File: src/rtl/gemm_pkg.sv
// Shared types and widths for the GEMM MAC sequencer.
package gemm_pkg;

  localparam int MAC_IN_W  = 8;
  localparam int MAC_ACC_W = 19;
  localparam int MAX_K_DIM = 15;

  typedef enum logic [2:0] {
    IDLE,
    ISSUE,
    DRAIN,
    CAPTURE,
    FLUSH,
    DONE
  } seq_state_t;

  function automatic int cnt_w(input int n);
    return (n > 1) ? $clog2(n) : 1;
  endfunction

endpackage

File: src/rtl/gemm_mac_sequencer_if.sv
// Result stream from the sequencer to the C sink (valid/ready).
interface gemm_mac_sequencer_if
  import gemm_pkg::*;
#(
  parameter int C_AW = 4
);
  logic                        c_valid;
  logic                        c_ready;
  logic [C_AW-1:0]             c_addr;
  logic signed [MAC_ACC_W-1:0] c_data;

  modport master (output c_valid, output c_addr, output c_data, input c_ready);
  modport slave  (input c_valid, input c_addr, input c_data, output c_ready);
endinterface

File: src/rtl/gemm_addr_gen.sv
// i/j/k loop counters and the row-major A/B/C address arithmetic.
module gemm_addr_gen
  import gemm_pkg::*;
#(
  parameter int M_DIM = 4,
  parameter int N_DIM = 4,
  parameter int K_DIM = 8,
  parameter int A_AW  = 5,
  parameter int B_AW  = 5,
  parameter int C_AW  = 4
)(
  input  logic            clk,
  input  logic            rst,
  input  logic            k_step,
  input  logic            elem_step,
  output logic            k_zero,
  output logic            k_last,
  output logic            elem_last,
  output logic [A_AW-1:0] a_addr,
  output logic [B_AW-1:0] b_addr,
  output logic [C_AW-1:0] c_addr
);

  localparam int IW = cnt_w(M_DIM);
  localparam int JW = cnt_w(N_DIM);
  localparam int KW = cnt_w(K_DIM);

  logic [IW-1:0] i;
  logic [JW-1:0] j;
  logic [KW-1:0] k;
  logic          i_last;
  logic          j_last;

  assign k_zero    = (k == '0);
  assign k_last    = (k == KW'(K_DIM - 1));
  assign i_last    = (i == IW'(M_DIM - 1));
  assign j_last    = (j == JW'(N_DIM - 1));
  assign elem_last = i_last && j_last;

  always_ff @(posedge clk) begin
    if (rst) begin
      i <= '0;
      j <= '0;
      k <= '0;
    end else begin
      if (k_step) k <= k_last ? '0 : k + KW'(1);
      // j is the inner loop so results come out row-major
      if (elem_step) begin
        if (j_last) begin
          j <= '0;
          i <= i_last ? '0 : i + IW'(1);
        end else begin
          j <= j + JW'(1);
        end
      end
    end
  end

  assign a_addr = A_AW'(32'(i) * K_DIM + 32'(k));
  assign b_addr = B_AW'(32'(k) * N_DIM + 32'(j));
  assign c_addr = C_AW'(32'(i) * N_DIM + 32'(j));

endmodule

File: src/rtl/gemm_mac_sequencer.sv
// Drives a single signed MAC through C = A x B; states: IDLE wait start | ISSUE read k | DRAIN last pair in MAC
// | CAPTURE latch result | FLUSH wait final handshake | DONE one-cycle pulse.
module gemm_mac_sequencer
  import gemm_pkg::*;
#(
  parameter int M_DIM = 4,
  parameter int N_DIM = 4,
  parameter int K_DIM = 8,
  parameter int A_AW  = $clog2(M_DIM * K_DIM),
  parameter int B_AW  = $clog2(K_DIM * N_DIM),
  parameter int C_AW  = $clog2(M_DIM * N_DIM)
)(
  input  logic                        clk,
  input  logic                        rst,
  input  logic                        start,
  output logic                        busy,
  output logic                        done,
  output logic                        a_rd_en,
  output logic [A_AW-1:0]             a_addr,
  input  logic signed [MAC_IN_W-1:0]  a_data,
  output logic                        b_rd_en,
  output logic [B_AW-1:0]             b_addr,
  input  logic signed [MAC_IN_W-1:0]  b_data,
  output logic signed [MAC_IN_W-1:0]  mac_inA,
  output logic signed [MAC_IN_W-1:0]  mac_inB,
  output logic                        mac_clear,
  output logic                        mac_write,
  input  logic signed [MAC_ACC_W-1:0] mac_out,
  gemm_mac_sequencer_if.master        c_if
);

  if (K_DIM > MAX_K_DIM) begin : g_k_check
    $error("gemm_mac_sequencer: K_DIM above 15 can overflow the 19-bit accumulator");
  end

  seq_state_t state, state_nxt;

  logic                        rd_en;
  logic                        load;
  logic                        elem_step;
  logic                        k_zero;
  logic                        k_last;
  logic                        elem_last;
  logic [C_AW-1:0]             c_addr_cur;
  logic                        rd_vld_d;
  logic                        k0_d;
  logic                        c_valid_q;
  logic [C_AW-1:0]             c_addr_q;
  logic signed [MAC_ACC_W-1:0] c_data_q;

  gemm_addr_gen #(
    .M_DIM(M_DIM), .N_DIM(N_DIM), .K_DIM(K_DIM),
    .A_AW(A_AW), .B_AW(B_AW), .C_AW(C_AW)
  ) u_addr_gen (
    .clk       (clk),
    .rst       (rst),
    .k_step    (rd_en),
    .elem_step (elem_step),
    .k_zero    (k_zero),
    .k_last    (k_last),
    .elem_last (elem_last),
    .a_addr    (a_addr),
    .b_addr    (b_addr),
    .c_addr    (c_addr_cur)
  );

  always_ff @(posedge clk) begin
    if (rst) state <= IDLE;
    else     state <= state_nxt;
  end

  always_comb begin
    state_nxt = state;
    rd_en     = 1'b0;
    load      = 1'b0;
    elem_step = 1'b0;
    busy      = 1'b1;
    done      = 1'b0;
    case (state)
      IDLE: begin
        busy = 1'b0;
        if (start) state_nxt = ISSUE;
      end
      ISSUE: begin
        rd_en = 1'b1;
        if (k_last) state_nxt = DRAIN;
      end
      DRAIN: state_nxt = CAPTURE;
      CAPTURE: begin
        // a blocked output register stalls here; the MAC is already holding
        if (!c_valid_q || c_if.c_ready) begin
          load      = 1'b1;
          elem_step = 1'b1;
          state_nxt = elem_last ? FLUSH : ISSUE;
        end
      end
      FLUSH: begin
        if (c_valid_q && c_if.c_ready) state_nxt = DONE;
      end
      DONE: begin
        done      = 1'b1;
        state_nxt = IDLE;
      end
      default: state_nxt = IDLE;
    endcase
  end

  always_ff @(posedge clk) begin
    if (rst) begin
      rd_vld_d <= 1'b0;
      k0_d     <= 1'b0;
    end else begin
      rd_vld_d <= rd_en;
      k0_d     <= k_zero;
    end
  end

  assign a_rd_en   = rd_en;
  assign b_rd_en   = rd_en;
  assign mac_inA   = a_data;
  assign mac_inB   = b_data;
  assign mac_clear = rd_vld_d & k0_d;
  assign mac_write = ~rd_vld_d;

  always_ff @(posedge clk) begin
    if (rst) begin
      c_valid_q <= 1'b0;
      c_addr_q  <= '0;
      c_data_q  <= '0;
    end else if (load) begin
      c_valid_q <= 1'b1;
      c_addr_q  <= c_addr_cur;
      c_data_q  <= mac_out;
    end else if (c_valid_q && c_if.c_ready) begin
      c_valid_q <= 1'b0;
    end
  end

  assign c_if.c_valid = c_valid_q;
  assign c_if.c_addr  = c_addr_q;
  assign c_if.c_data  = c_data_q;

endmodule

File: src/flat_wrapper.sv
// flat-port wrapper written by rule: the top's interface ports become plain ports
module gemm_mac_sequencer_flat import gemm_pkg::*;
#(
  parameter int M_DIM = 4,
  parameter int N_DIM = 4,
  parameter int K_DIM = 8,
  parameter int A_AW  = $clog2(M_DIM * K_DIM),
  parameter int B_AW  = $clog2(K_DIM * N_DIM),
  parameter int C_AW  = $clog2(M_DIM * N_DIM)
)
  (clk, rst, start, busy, done, a_rd_en, a_addr, a_data, b_rd_en, b_addr, b_data, mac_inA, mac_inB, mac_clear, mac_write, mac_out, c_if_c_valid, c_if_c_addr, c_if_c_data, c_if_c_ready);
  gemm_mac_sequencer_if #(.C_AW(C_AW)) c_if_i ();
  input  logic clk;
  input  logic rst;
  input  logic start;
  output logic busy;
  output logic done;
  output logic a_rd_en;
  output logic [A_AW-1:0] a_addr;
  input  logic signed [MAC_IN_W-1:0] a_data;
  output logic b_rd_en;
  output logic [B_AW-1:0] b_addr;
  input  logic signed [MAC_IN_W-1:0] b_data;
  output logic signed [MAC_IN_W-1:0] mac_inA;
  output logic signed [MAC_IN_W-1:0] mac_inB;
  output logic mac_clear;
  output logic mac_write;
  input  logic signed [MAC_ACC_W-1:0] mac_out;
  output wire logic [$bits(c_if_i.c_valid)-1:0] c_if_c_valid;
  output wire logic [$bits(c_if_i.c_addr)-1:0] c_if_c_addr;
  output wire logic [$bits(c_if_i.c_data)-1:0] c_if_c_data;
  input wire logic [$bits(c_if_i.c_ready)-1:0] c_if_c_ready;
  assign c_if_c_valid = c_if_i.c_valid;
  assign c_if_c_addr = c_if_i.c_addr;
  assign c_if_c_data = c_if_i.c_data;
  assign c_if_i.c_ready = c_if_c_ready;
  gemm_mac_sequencer #(.M_DIM(M_DIM), .N_DIM(N_DIM), .K_DIM(K_DIM), .A_AW(A_AW), .B_AW(B_AW), .C_AW(C_AW)) u_core (.clk(clk), .rst(rst), .start(start), .busy(busy), .done(done), .a_rd_en(a_rd_en), .a_addr(a_addr), .a_data(a_data), .b_rd_en(b_rd_en), .b_addr(b_addr), .b_data(b_data), .mac_inA(mac_inA), .mac_inB(mac_inB), .mac_clear(mac_clear), .mac_write(mac_write), .mac_out(mac_out), .c_if(c_if_i));
endmodule
File: config.mk
export PLATFORM = sky130hd
export DESIGN_NAME = gemm_mac_sequencer_flat
export DESIGN_NICKNAME = d
export VERILOG_FILES = /design/src/rtl/gemm_pkg.sv /design/src/rtl/gemm_mac_sequencer_if.sv /design/src/rtl/gemm_addr_gen.sv /design/src/rtl/gemm_mac_sequencer.sv /design/src/flat_wrapper.sv
export SDC_FILE = /design/constraint.sdc
export NUM_CORES = 1
export LEC_CHECK = 0
export ABC_AREA = 1
export CORE_MARGIN = 2
export CORE_UTILIZATION = 55
export CTS_CLUSTER_SIZE = 20
export DETAILED_ROUTE_END_ITERATION = 12
export DONT_BUFFER_PORTS = 1
export MAX_ROUTING_LAYER = met4
export PLACE_DENSITY_LB_ADDON = 0.1
export RECOVER_POWER = 50
export SLEW_MARGIN = 30
export SYNTH_ARGS = -nofsm -noshare
export SYNTH_HDL_FRONTEND = slang
export SYNTH_SLANG_ARGS = --single-unit
File: constraint.sdc
create_clock -name clk -period 1.2 [get_ports clk]
set_input_delay 0.18 -clock clk [delete_from_list [all_inputs] [get_ports clk]]
set_output_delay 0.18 -clock clk [all_outputs]
set_load 0.02 [all_outputs]
==> impl_metrics.toml <==
[synth]
ys_warn_count = 0
avgSynthCellArea_um2 = 7.51
ys_ff_latch = 36
yosysSeqAreaShare_pct = 44.9
syn_area_um2 = 1610
syn_nets = 258
syn_inst = 214
synth_cell_types = 19

[placement]
dp_slack_ns = -0.0545
routabilityCongestion = 0.833
place_hpwl_mm = 2.65
postPlaceCellArea_um2 = 1630
port_buffers = 0

[route]
drt-vias-per-instance = 5.63
firstDrtPassIters = 4
wl_mm = 5.27
drc = 0
ant_nets = 0
wl_per_cell_um = 19.0
vias = 1565
drt_iter0_drc = 59

[critical_path]
crit_path_start_kind = "register"
crit_family = "flip-flops"
path_cells = "inv_4, nor2_4, nand2_2, inv_2, buf_12"
cp.required_ns = 1.02
end_kind = "primary output"
slowest_delay_ns = 0.40
arrival_ns = 1.19
path_class = "reg2out"
crit_fanout = 4
worst-path-buf-inv = 3
worst_path_max_delay_cell = "dfxtp_4"

[pwr]
p_int_mw = 3.09
peakVddDrop_mv = 1.80
power_mw = 5.09
p_sw_mw = 2.01
pwr-share-seq_pct = 38.6
p_clk_share_pct = 23.8
p_sw_share_pct = 39.4
cellLeakagePower_nw = 0.996
p_per_area_nw_per_um2 = 2160
power_frac_comb_pct = 37.6

[clock_network]
cts_tree = "built"
cts.sinks = 36
cts_max_level = 2
cts_buffer_depth = 2
root_buffer = "clkbuf_4"
cts_buffers = 5
clk_pin_slew_worst_paths_ns = 0.11
clock_latency_ns = 0.36

[finish]
final_layout_size_suffix_gt1_share_pct = 42.5
fin_area_um2 = 2360
seqCellArea_um2 = 739
multi_input_area_um2 = 873
area.growth.synth_to_final_pct = 47.0
nets = 290
fillers = 145
insertedDiodeCount = 0

[floorplanning]
rows = 19
start_util_pct = 58.3
ioPinCount = 95
dieHeight_um = 58.0
die-area_um2 = 3370
die_w_um = 58.0
coreArea_um2 = 2760

[grt]
track_usage_pct = 29.5
grt_max_degree = 17
grt_pass1_wl_mm = 7.26
grt_overflow = 0
grt_pass1_vias = 1581
antenna_found_initial = 0

[timing]
period_needed_ns = 1.37
hold_slack_ns = 0.0148
worst_pin_slew_ns = 0.363
final-setup-viol-count = 34
report.final.slew_viol_count = 0
fmax_mhz = 728
setup_slack_ns = -0.173
slew-limit-headroom_pct = 75.7
finClkSkew_ns = 0.00418
hold_violations = 0
rsz0062_at_grt = "yes"
fin_crit_sh_pct = 114

[run]
maxCapViolCount = 0

[min_path]
hold_path.class = "in2reg"

[status]
status = "finished with violations"
violations = "negative setup slack"
[per-stage QoR]
| step | setup TNS (ns) | cells | utilization [%] |
|---|---|---|---|
| floorplan | 0 | 214 | - |
| global placement | -0.0115 | 235 | 59.0 |
| detailed placement | -0.780 | 235 | 59.0 |
| CTS | -1.18 | 278 | 80.7 |
| global route | -4.59 | 278 | 85.7 |
| finish | -2.68 | 278 | 85.7 |
[final timing paths]
| path | to | start | cells past startpoint | slack, ns |
|---|---|---|---|---|
| worst max-delay path | b_rd_en | u_core.state[0] | 5 | -0.17 |
| worst min register to register | u_core.u_addr_gen.k[1] | u_core.u_addr_gen.k[1] | 2 | 0.55 |
| worst min-delay path | u_core.c_if.c_valid | c_if_c_ready | 3 | 0.01 |
| worst max register to register | u_core.u_addr_gen.i[0] | u_core.state[0] | 8 | -0.15 |
[cell type report]
cell class,count,area share [%]
multi-input cells,137,37.0
flip-flops and latches,36,31.3
repair buffers,51,21.1
inverters,13,2.81
clock buffers,6,2.65
clock inverters,2,2.54
well taps,31,1.64
repair inverters,2,0.953
[synth_stat cells]
library cell | n | area [µm²]
nor2_1 | 63 | 236
dfxtp_1 | 36 | 721
nand2_1 | 24 | 90.1
buf_4 | 21 | 158
o21ai_1 | 20 | 100
inv_1 | 11 | 41.3
o21ai_0 | 8 | 40.0
a21oi_1 | 7 | 35.0
ha_1 | 5 | 62.6
nand3_1 | 5 | 25.0
buf_6 | 3 | 33.8
clkbuf_1 | 3 | 11.3
inv_2 | 2 | 7.51
buf_2 | 1 | 5.00
nand3_2 | 1 | 10.0
nand3b_1 | 1 | 7.51
nor2_2 | 1 | 6.26
nor2_4 | 1 | 11.3
nor3_1 | 1 | 5.00
[state kept, by name, summed over array words and instances, names as in the netlist]
| register | count |
|---|---|
| u_core.c_if.c_data | 19 |
| u_core.c_if.c_addr | 4 |
| u_core.state | 3 |
| u_core.u_addr_gen.k | 3 |
| u_core.u_addr_gen.i | 2 |
| u_core.u_addr_gen.j | 2 |
| u_core.c_if.c_valid | 1 |
| u_core.k0_d | 1 |
| u_core.rd_vld_d | 1 |
[timing repair]
item,4_1_cts,5_1_grt
gates resized for setup,52,41
hold buffers,20,0
setup buffers,11,3
cloned,4,0
endpoints found under the setup margin,33,35
endpoints found under the hold margin,25,0
pin swaps,8,24
[tightest hold or removal path: stages]
cell and delay, ns:
nor2_4 0.03, nor2_1 0.09, nor2_1 0.04
[routing by layer]
layer,track usage (%),share of wire [%],vias up
met5,-,0,-
met4,9.30,1.8,0
met3,10.0,7.9,14
met2,54.7,55,80
met1,28.5,35,748
li1,-,-,723
[power by group through the flow]
| stage | clock [mW] | combinational [mW] | sequential, mW |
|---|---|---|---|
| floorplan | 0 | 0.963 | 1.93 |
| global placement | 0 | 1.18 | 1.89 |
| detailed placement | 0 | 1.23 | 1.90 |
| CTS | 1.20 | 1.66 | 1.91 |
| global route | 1.26 | 2.07 | 1.99 |
| finish | 1.21 | 1.91 | 1.97 |
[cell families after synthesis]
group,share of synthesized area (%)
AOI/OAI and AO/OA,10.9
adders and majority gates,3.89
buffers and inverters,16.0
DFF,44.9
and+or+nand+nor,24.4
[cell usage in the layout, fill, tap and decap left out, types with 3 or more instances in the layout]
cell and count:
o21ai_2 12, dfxtp_1 29, buf_6 7, dfxtp_4 4
nand2_2 6, inv_1 8, nor2_2 11, buf_4 20
a21oi_2 3, dlygate4sd3_1 20, nand3_1 3, o21ai_1 7
nand2_1 17, a21oi_1 4, nor2_4 10, o21ai_0 7
nor2_1 44, dfxtp_2 3, clkbuf_4 5
Note: power is estimated with default switching activity, not from simulation.
